===== src/rtl/screen_seq_pkg.sv =====
// screen_seq_pkg: shared types and XGA timing constants for the screen sequencer.
package screen_seq_pkg;
   typedef enum logic [1:0] {ST_SCR, ST_DONE} state_t;
   typedef enum logic [1:0] {PEND_NONE, PEND_NEXT, PEND_BACK} pend_t;
   typedef logic [11:0] rgb_t;
   localparam int H_ACTIVE = 1024;
   localparam int H_TOTAL  = 1344;
   localparam int V_ACTIVE = 768;
   localparam int V_TOTAL  = 806;
endpackage


===== src/rtl/screen_sequencer_rect_hit.sv =====
// rect_hit: combinational test of the current pixel against one rectangle (right/bottom edges exclusive).
module rect_hit (
   input  logic [10:0] i_x,
   input  logic [9:0]  i_y,
   input  logic [10:0] i_w,
   input  logic [9:0]  i_h,
   input  logic [10:0] i_hcount,
   input  logic [9:0]  i_vcount,
   output logic        o_hit
);
   logic [11:0] w_x_end, w_y_end;
   assign w_x_end = {1'b0, i_x} + {1'b0, i_w};
   assign w_y_end = {2'b0, i_y} + {2'b0, i_h};
   assign o_hit = (i_hcount >= i_x) && ({1'b0, i_hcount} < w_x_end) &&
                  (i_vcount >= i_y) && ({2'b0, i_vcount} < w_y_end);
endmodule


===== src/rtl/screen_sequencer.sv =====
// screen_sequencer: multi-screen UI overlay with frame-synchronous next/back navigation.
// Optional box-0 blink enabled by defining SCREEN_BLINK_EN.
module screen_sequencer
   import screen_seq_pkg::*;
#(
   parameter int NUM_SCREENS = 3,
   parameter int NUM_BOXES = 4,
   parameter logic [NUM_BOXES*11-1:0] BOX_X = {11'd600, 11'd400, 11'd140, 11'd100},
   parameter logic [NUM_BOXES*10-1:0] BOX_Y = {10'd500, 10'd300, 10'd50, 10'd40},
   parameter logic [NUM_BOXES*11-1:0] BOX_W = {11'd30, 11'd50, 11'd80, 11'd100},
   parameter logic [NUM_BOXES*10-1:0] BOX_H = {10'd30, 10'd50, 10'd40, 10'd50},
   parameter logic [NUM_BOXES*12-1:0] BOX_COLOR = {12'hFFF, 12'h00F, 12'h0F0, 12'hF00},
   parameter logic [NUM_SCREENS*NUM_BOXES-1:0] SCREEN_MASK = {4'b1001, 4'b0100, 4'b0011},
   parameter logic [NUM_SCREENS-1:0] CAM_MASK = '0,
   parameter logic [11:0] BG_COLOR = 12'h000,
   parameter int BLINK_FRAMES = 30
) (
   input  logic        clk,
   input  logic        rst,
   input  logic [10:0] hcount,
   input  logic [9:0]  vcount,
   input  logic [11:0] cam_pixel,
   input  logic        arm,
   input  logic        btn_next,
   input  logic        btn_back,
   output logic [11:0] pixel_out,
   output logic [2:0]  screen_idx,
   output logic        done
);
   localparam logic [3:0] IDX_LAST = 4'(NUM_SCREENS - 1);
   logic r_next_prev, r_back_prev;
   pend_t r_pend;
   state_t r_state;
   logic [3:0] r_idx;
   logic w_fs, w_req_n, w_req_b;
   pend_t w_req, w_apply;
   state_t w_state_nxt;
   logic [3:0] w_idx_nxt;
   logic [NUM_BOXES-1:0] w_hit, w_en, w_box_en;
   logic [7:0] w_cam_mask;
   rgb_t w_bg, w_pix;
   assign w_fs = (hcount == 11'd0) && (vcount == 10'd0);
   assign w_req_n = btn_next & ~r_next_prev & arm;
   assign w_req_b = btn_back & ~r_back_prev & arm;
   assign w_req = (w_req_n ^ w_req_b) ? (w_req_n ? PEND_NEXT : PEND_BACK) : PEND_NONE;
   assign w_apply = w_fs ? r_pend : PEND_NONE;
   // DONE keeps r_idx == NUM_SCREENS, so BACK from DONE is an ordinary decrement
   always_comb begin
      w_state_nxt = r_state;
      w_idx_nxt = r_idx;
      if (w_apply == PEND_NEXT && r_state == ST_SCR) begin
         w_idx_nxt = r_idx + 4'd1;
         w_state_nxt = (r_idx == IDX_LAST) ? ST_DONE : ST_SCR;
      end
      if (w_apply == PEND_BACK) begin
         w_state_nxt = ST_SCR;
         w_idx_nxt = (r_idx == 4'd0) ? 4'd0 : r_idx - 4'd1;
      end
   end
   for (genvar b = 0; b < NUM_BOXES; b++) begin : g_hit
      rect_hit u_hit (
         .i_x(BOX_X[b*11 +: 11]),
         .i_y(BOX_Y[b*10 +: 10]),
         .i_w(BOX_W[b*11 +: 11]),
         .i_h(BOX_H[b*10 +: 10]),
         .i_hcount(hcount),
         .i_vcount(vcount),
         .o_hit(w_hit[b])
      );
   end
   always_comb begin
      w_en = '0;
      for (int s = 0; s < NUM_SCREENS; s++)
         if (w_idx_nxt == 4'(s)) w_en = SCREEN_MASK[s*NUM_BOXES +: NUM_BOXES];
   end
`ifdef SCREEN_BLINK_EN
   logic [7:0] r_frame_cnt, w_cnt_nxt;
   logic r_phase, w_phase_nxt;
   // counter holds frames seen in the current half-period; a screen change starts a fresh visible period
   always_comb begin
      w_cnt_nxt = r_frame_cnt;
      w_phase_nxt = r_phase;
      if (w_fs && w_idx_nxt != r_idx) begin
         w_cnt_nxt = 8'd1;
         w_phase_nxt = 1'b0;
      end else if (w_fs) begin
         w_cnt_nxt = (r_frame_cnt == 8'(BLINK_FRAMES)) ? 8'd1 : r_frame_cnt + 8'd1;
         w_phase_nxt = (r_frame_cnt == 8'(BLINK_FRAMES)) ? ~r_phase : r_phase;
      end
   end
   always_ff @(posedge clk) begin
      if (rst) begin
         r_frame_cnt <= '0;
         r_phase <= 1'b0;
      end else begin
         r_frame_cnt <= w_cnt_nxt;
         r_phase <= w_phase_nxt;
      end
   end
   assign w_box_en = w_en & ~NUM_BOXES'(w_phase_nxt);
`else
   assign w_box_en = w_en;
`endif
   assign w_cam_mask = 8'(CAM_MASK);
   assign w_bg = w_cam_mask[w_idx_nxt[2:0]] ? cam_pixel : BG_COLOR;
   always_comb begin
      w_pix = w_bg;
      for (int b = NUM_BOXES - 1; b >= 0; b--)
         if (w_hit[b] && w_box_en[b]) w_pix = BOX_COLOR[b*12 +: 12];
   end
   always_ff @(posedge clk) begin
      if (rst) begin
         r_next_prev <= 1'b0;
         r_back_prev <= 1'b0;
         r_pend <= PEND_NONE;
         r_state <= ST_SCR;
         r_idx <= '0;
         pixel_out <= '0;
         screen_idx <= '0;
         done <= 1'b0;
      end else begin
         r_next_prev <= btn_next;
         r_back_prev <= btn_back;
         r_pend <= (w_req != PEND_NONE) ? w_req : (w_fs ? PEND_NONE : r_pend);
         r_state <= w_state_nxt;
         r_idx <= w_idx_nxt;
         pixel_out <= (w_state_nxt == ST_DONE) ? 12'h000 : w_pix;
         screen_idx <= w_idx_nxt[2:0];
         done <= (w_state_nxt == ST_DONE);
      end
   end
endmodule


===== config.mk =====
export PLATFORM = sky130hd
export DESIGN_NAME = screen_sequencer
export DESIGN_NICKNAME = d
export VERILOG_FILES = /design/src/rtl/screen_seq_pkg.sv /design/src/rtl/screen_sequencer_rect_hit.sv /design/src/rtl/screen_sequencer.sv
export SDC_FILE = /design/constraint.sdc
export NUM_CORES = 1
export LEC_CHECK = 0
export ABC_CLOCK_PERIOD_IN_PS = 5200
export BUFFER_PORTS_ARGS = -buffer_cell sky130_fd_sc_hd__buf_4
export CAP_MARGIN = 15
export CORE_ASPECT_RATIO = 0.5
export CORE_MARGIN = 5
export CORE_UTILIZATION = 44
export CTS_BUF_LIST = sky130_fd_sc_hd__clkbuf_4
export CTS_CLUSTER_DIAMETER = 80
export DETAILED_ROUTE_END_ITERATION = 7
export PLACE_DENSITY = 0.82
export SYNTH_ARGS = -nofsm -noshare
export SYNTH_HDL_FRONTEND = slang
export SYNTH_SLANG_ARGS = --single-unit

===== constraint.sdc =====
create_clock -name clk -period 5.2 [get_ports clk]
set_input_delay 1.04 -clock clk [delete_from_list [all_inputs] [get_ports clk]]
set_output_delay 1.04 -clock clk [all_outputs]
set_load 0.02 [all_outputs]

# Word level (Yosys, flattened, before mapping)

Memory sizes are Yosys's and may differ from the RTL's.
Index checks and enable logic that the tools add are counted.

Input bits: 38
Register bits: 26
Memories kept: 1
ROM bits: 8
Output and inout port bits: 16
Bits in latches: 0
Logic and storage cells: 90
Bits in writable memories: 0

Memories:

| memory           | words | bits a word | rd ports | clocked after memory_dff | wr ports | RTL line                | source |
|---|---|---|---|---|---|---|---|
| (name not given) | 8     | 1           | 1        | 0                        | 0        | screen_sequencer.sv:105 | `assign w_bg = w_cam_mask[w_idx_nxt[2:0]] ? cam_pixel : BG_COLOR;` |

Magnitude comparators: 16
Add/subtract/negate cells: 2
Muxes and demuxes: 20
Multiply operators: 0
Equal/unequal tests: 6
Bitwise operators: 7
Shift operators: 0
Div/mod/pow operators: 0
Reductions and logical operators: 28

Operators with widths:

| cell                 | count |
|---|---|
| $mux 12              | 5 |
| $lt 11x8->1 const B  | 2 |
| $ge 10x6->1 const B  | 2 |
| $ge 10x9->1 const B  | 2 |
| $mux 4               | 5 |
| $logic_and 1x1->1    | 18 |
| $mux 2               | 8 |
| $ge 11x10->1 const B | 1 |
| $ge 11x7->1 const B  | 1 |
| $ge 11x8->1 const B  | 1 |
| $ge 11x9->1 const B  | 1 |
| $logic_not 11->1     | 1 |
| $lt 11x10->1 const B | 1 |
| $lt 11x9->1 const B  | 1 |
| $logic_not 10->1     | 1 |
| $lt 10x10->1 const B | 1 |
| $lt 10x7->1 const B  | 1 |
| $lt 10x9->1 const B  | 1 |
| $eq 4x2->1 const B   | 2 |
| $logic_not 4->1      | 2 |
| $add 4x1->4 const B  | 1 |
| $and 1x1->1          | 4 |
| $eq 2x1->1 const B   | 2 |
| $eq 4x1->1 const B   | 1 |
| other kinds (11)     | 14 |

# Longest topological paths before layout

Depth after elaboration: 16
Mapped depth: 9
Gate-level depth less buffers: 8

# By module

From an unflattened synthesis, not the netlist that was laid out.

Cells, all modules: 966
Area total of the unflattened synthesis: 7,943.9 um^2

Modules (own cells, without submodules):

| module           | area each (um^2) | cells an instance | sequential area each (um^2) | times used |
|---|---|---|---|---|
| rect_hit         | 1,740.4          | 215               | 0.0                         | 4 |
| screen_sequencer | 982.2            | 106               | 280.3                       | 1 |

# Worst setup path before layout

Ideal clock, no wire load.

Kind: input-to-reg
Start point: in hcount[4]
End point: reg pixel_out[2]
Stages on the path: 7
Setup slack: 2,221 ps
Setup time: 103 ps
Data arrival time: 2,876 ps
Data required time: 5,097 ps
Path buffers: 1
Cells stage by stage: buf_4 -> nor4_4 -> nand4_1 -> or4_4 -> a2111oi_4 -> nand4_1 -> a2111oi_2

Longest elaborated chain between the ends: 13
Elaborated cells on any way between the ends: 47
Those cells by class: order compare: 8; eq/ne: 5; mux: 12; reduce/logical: 21; memory: 1

RTL lines:

| item                                                 | RTL line                | source |
|---|---|---|
| from (decl)                                          | screen_sequencer.sv:20  | `input logic [10:0] hcount,` |
| branches (longest 13 deep; another with $mem_v2 8x1) | -                       |  |
| to (signal assigned)                                 | screen_sequencer.sv:127 | `pixel_out <= (w_state_nxt == ST_DONE) ? 12'h000 : w_pix;` |
| to (decl)                                            | screen_sequencer.sv:26  | `output logic [11:0] pixel_out,` |

Parallel ways; which one is timed is not known. The select of a mux whose other input is x is not followed.
A chain may end at the register's enable or synchronous reset.

# Worst setup path after layout

Start point: in hcount[6]
End point: reg pixel_out[2]

Same word-level chain as after synthesis.

==> reports/qor.txt <==
port bufs = 41
largest net degree at the start of global routing = 13
GRT Util Overall = 0.149
GR Overflow Total = 0
Mapped Area = 1270 um2
final WL = 3010 um
warnings from Yosys = 0
critical path launch point = hcount[6]
antenna cell count = 0
Synth-to-Final Area Change = 19.1%
Synth cell types = 54
first-pass GRT wire length = 4970 um
Synth Area in Compound Gates = 0.259
ys async rst share = 0
core area = 2670 um2
die footprint = 4120 um2
# hold bufs at CTS = 0
clock tree from TritonCTS = yes
Cell Count, Final, Fillers Out = 216
Leak = 0.000576 uW
post-detailed-route via-to-cell ratio = 5.79
Layout fillers = 254
most frequent cells in the layout = 41 x buf_4, 14 x nor2_1, 14 x dfxtp_1
count of final setup violators = 0
1st-iter DRT viols = 105
Worst Path Arrival = 3640 ps
die width = 85.9 um
initial cell density of the core = 0.475
dpl cells = 213
final-stage net count = 224
final hold vios = 0
VDD IR-drop max = 0.0000731 V
worst-path maximum fanout = 11
number of synthesized flops with an enable pin = 0
Post-CTS Setup Inserts = 0
commonest non-fill, non-tap cell in the layout = buf_4
Crit Reg-Reg Startpoint = screen_idx[0]
drt wl/cell = 13.9 um
Final Max Slew Viols = 0
Max Freq = 0.287 GHz
combinational family with the most area after synthesis = simple AND/OR/NAND/NOR gates
placed cell area = 1490 um2
pwr dens = 142 nW/um2
outcome = complete, no violations
Routed Antenna Nets = 0
Mapped Cells = 155
startpoint type of the worst setup path = primary input
CTS resizes = 0
mux contribution to synthesized area = 0
H-tree depth = 1
HPWL Detailed = 2460 um
adder-cell share of the synthesized area = 0.0494
layout cell share with drive strength beyond 1 = 0.330
clock-pin slew on the worst setup and hold paths = 80 ps
Tmin final = 3480 ps
Vias = 1251
Avg Synthesized Cell Area = 8.18 um2
GP Congestion = 0.859
DRC Markers = 0
Req. time, crit path = 5370 ps
1st-pass router iterations = 4
Setup TNS Final = 0 ps
clk_lat worst skew = 270 ps
register area share after synthesis = 0.221
Slew HR = 0.659
worst slew pin tran = 499 ps
CTS Buffer Depth = 2
simple-gate share of the synthesized area = 0.349
max_cap viols = 0
clock skew = 7.16 ps
chip height = 48.0 um
final worst-path cycle share = 0.669
ys flop type = dfxtp_1
flops & latches, synth = 14
Ports = 54
Post-Synth XOR/XNOR Area = 0
CP Class = primary input to flop
vias in the first global route = 1176
row count = 13
post-layout instance area = 1510 um2
total CTS buffers = 3
initial antenna violation count = 0
Syn Nets = 198
RSZ-0062 raised after global routing = no
CP endpoint kind = flop
Sink Count = 14
Hold Startpoint = r_pend[0]
min-delay worst type = flop to flop
Root Driver = clkbuf_4
[cells in the mapped netlist (all sizes together), types with 2 or more instances]
master | count | area (um2)
inv | 5 | 18.8
o31ai | 3 | 22.5
nor3 | 8 | 40.0
and4 | 2 | 18.8
nor3b | 2 | 15.0
or2 | 2 | 12.5
o21ai | 2 | 10.0
a21oi | 12 | 63.8
nand3 | 5 | 25.0
nand4b | 3 | 26.3
a31oi | 2 | 12.5
a2111oi | 4 | 60.1
dfxtp | 14 | 280
nand3b | 2 | 15.0
nor4 | 3 | 48.8
buf | 17 | 124
nand4 | 8 | 50.1
nand2 | 9 | 33.8
clkbuf | 3 | 11.3
o22ai | 2 | 18.8
a41oi | 2 | 17.5
a211o | 3 | 27.5
ha | 5 | 62.6
nor4b | 2 | 32.5
nor2b | 4 | 25.0
nor2 | 14 | 52.6
[worst paths after layout]
| path | slack [ps] | cells past startpoint | end |
|---|---|---|---|
| setup reg to reg | 2530 | 8 | pixel_out[2] |
| hold / removal | 510 | 2 | r_pend[0] |
| setup / recovery | 1720 | 7 | pixel_out[2] |
| hold reg to reg | 510 | 2 | r_pend[0] |
[area by class of cell]
cell class / instances / area, um2 / share of cell area
multi-input combinational: 116 / 833 / 0.552
timing repair buffer: 41 / 308 / 0.204
sequential: 14 / 280 / 0.186
tap: 37 / 46.3 / 0.0307
clock buffer: 3 / 22.5 / 0.0149
inverter: 5 / 18.8 / 0.0124
[state kept, by name, summed over array words and instances, names as in the netlist]
register / cells
r_state: 2
r_pend: 2
screen_idx: 2
r_back_prev: 1
done: 1
r_next_prev: 1
r_idx: 2
pixel_out: 3
[metrics by stage]
stage          total power (uW)   util  hold WS (ps)  worst slack, ps
3_3_place_gp                158  0.557           485             1560
3_5_place_dp                160  0.557           504             1500
4_1_cts                     216  0.566           514             1780
6_report                    215  0.566           514             1720
5_1_grt                     227  0.566           552             1600
2_1_floorplan               136      -           465             2220
[per-layer routing]
| layer | vias to the layer above | routed length (um) | share of wire | GRT usage |
|---|---|---|---|---|
| li1 | 634 | - | - | - |
| met1 | 583 | 1330 | 0.44 | 0.177 |
| met2 | 32 | 1530 | 0.51 | 0.294 |
| met3 | 2 | 127 | 0.042 | 0.0309 |
| met4 | 0 | 14 | 0.0047 | 0.0221 |
| met5 | - | 0 | 0 | 0 |
[logic make-up after synthesis]
group | Yosys count
buffers and inverters | 25
AOI/OAI and AO/OA | 41
adders and majority gates | 5
and+or+nand+nor | 70
DFF | 14
[critical path: stages]
cell	delay, ps
buf_4	140
nor4_1	440
nand4b_1	430
or4_4	670
a2111oi_4	360
nand4_1	180
a2111oi_2	390
[report_power, final]
group / switching [uW] / internal, uW / total [uW]
Combinational: 24.5 / 23.4 / 47.9
Sequential: 0.795 / 108 / 109
Clock: 31.0 / 26.8 / 57.8
(Power assumes the default switching activity.)
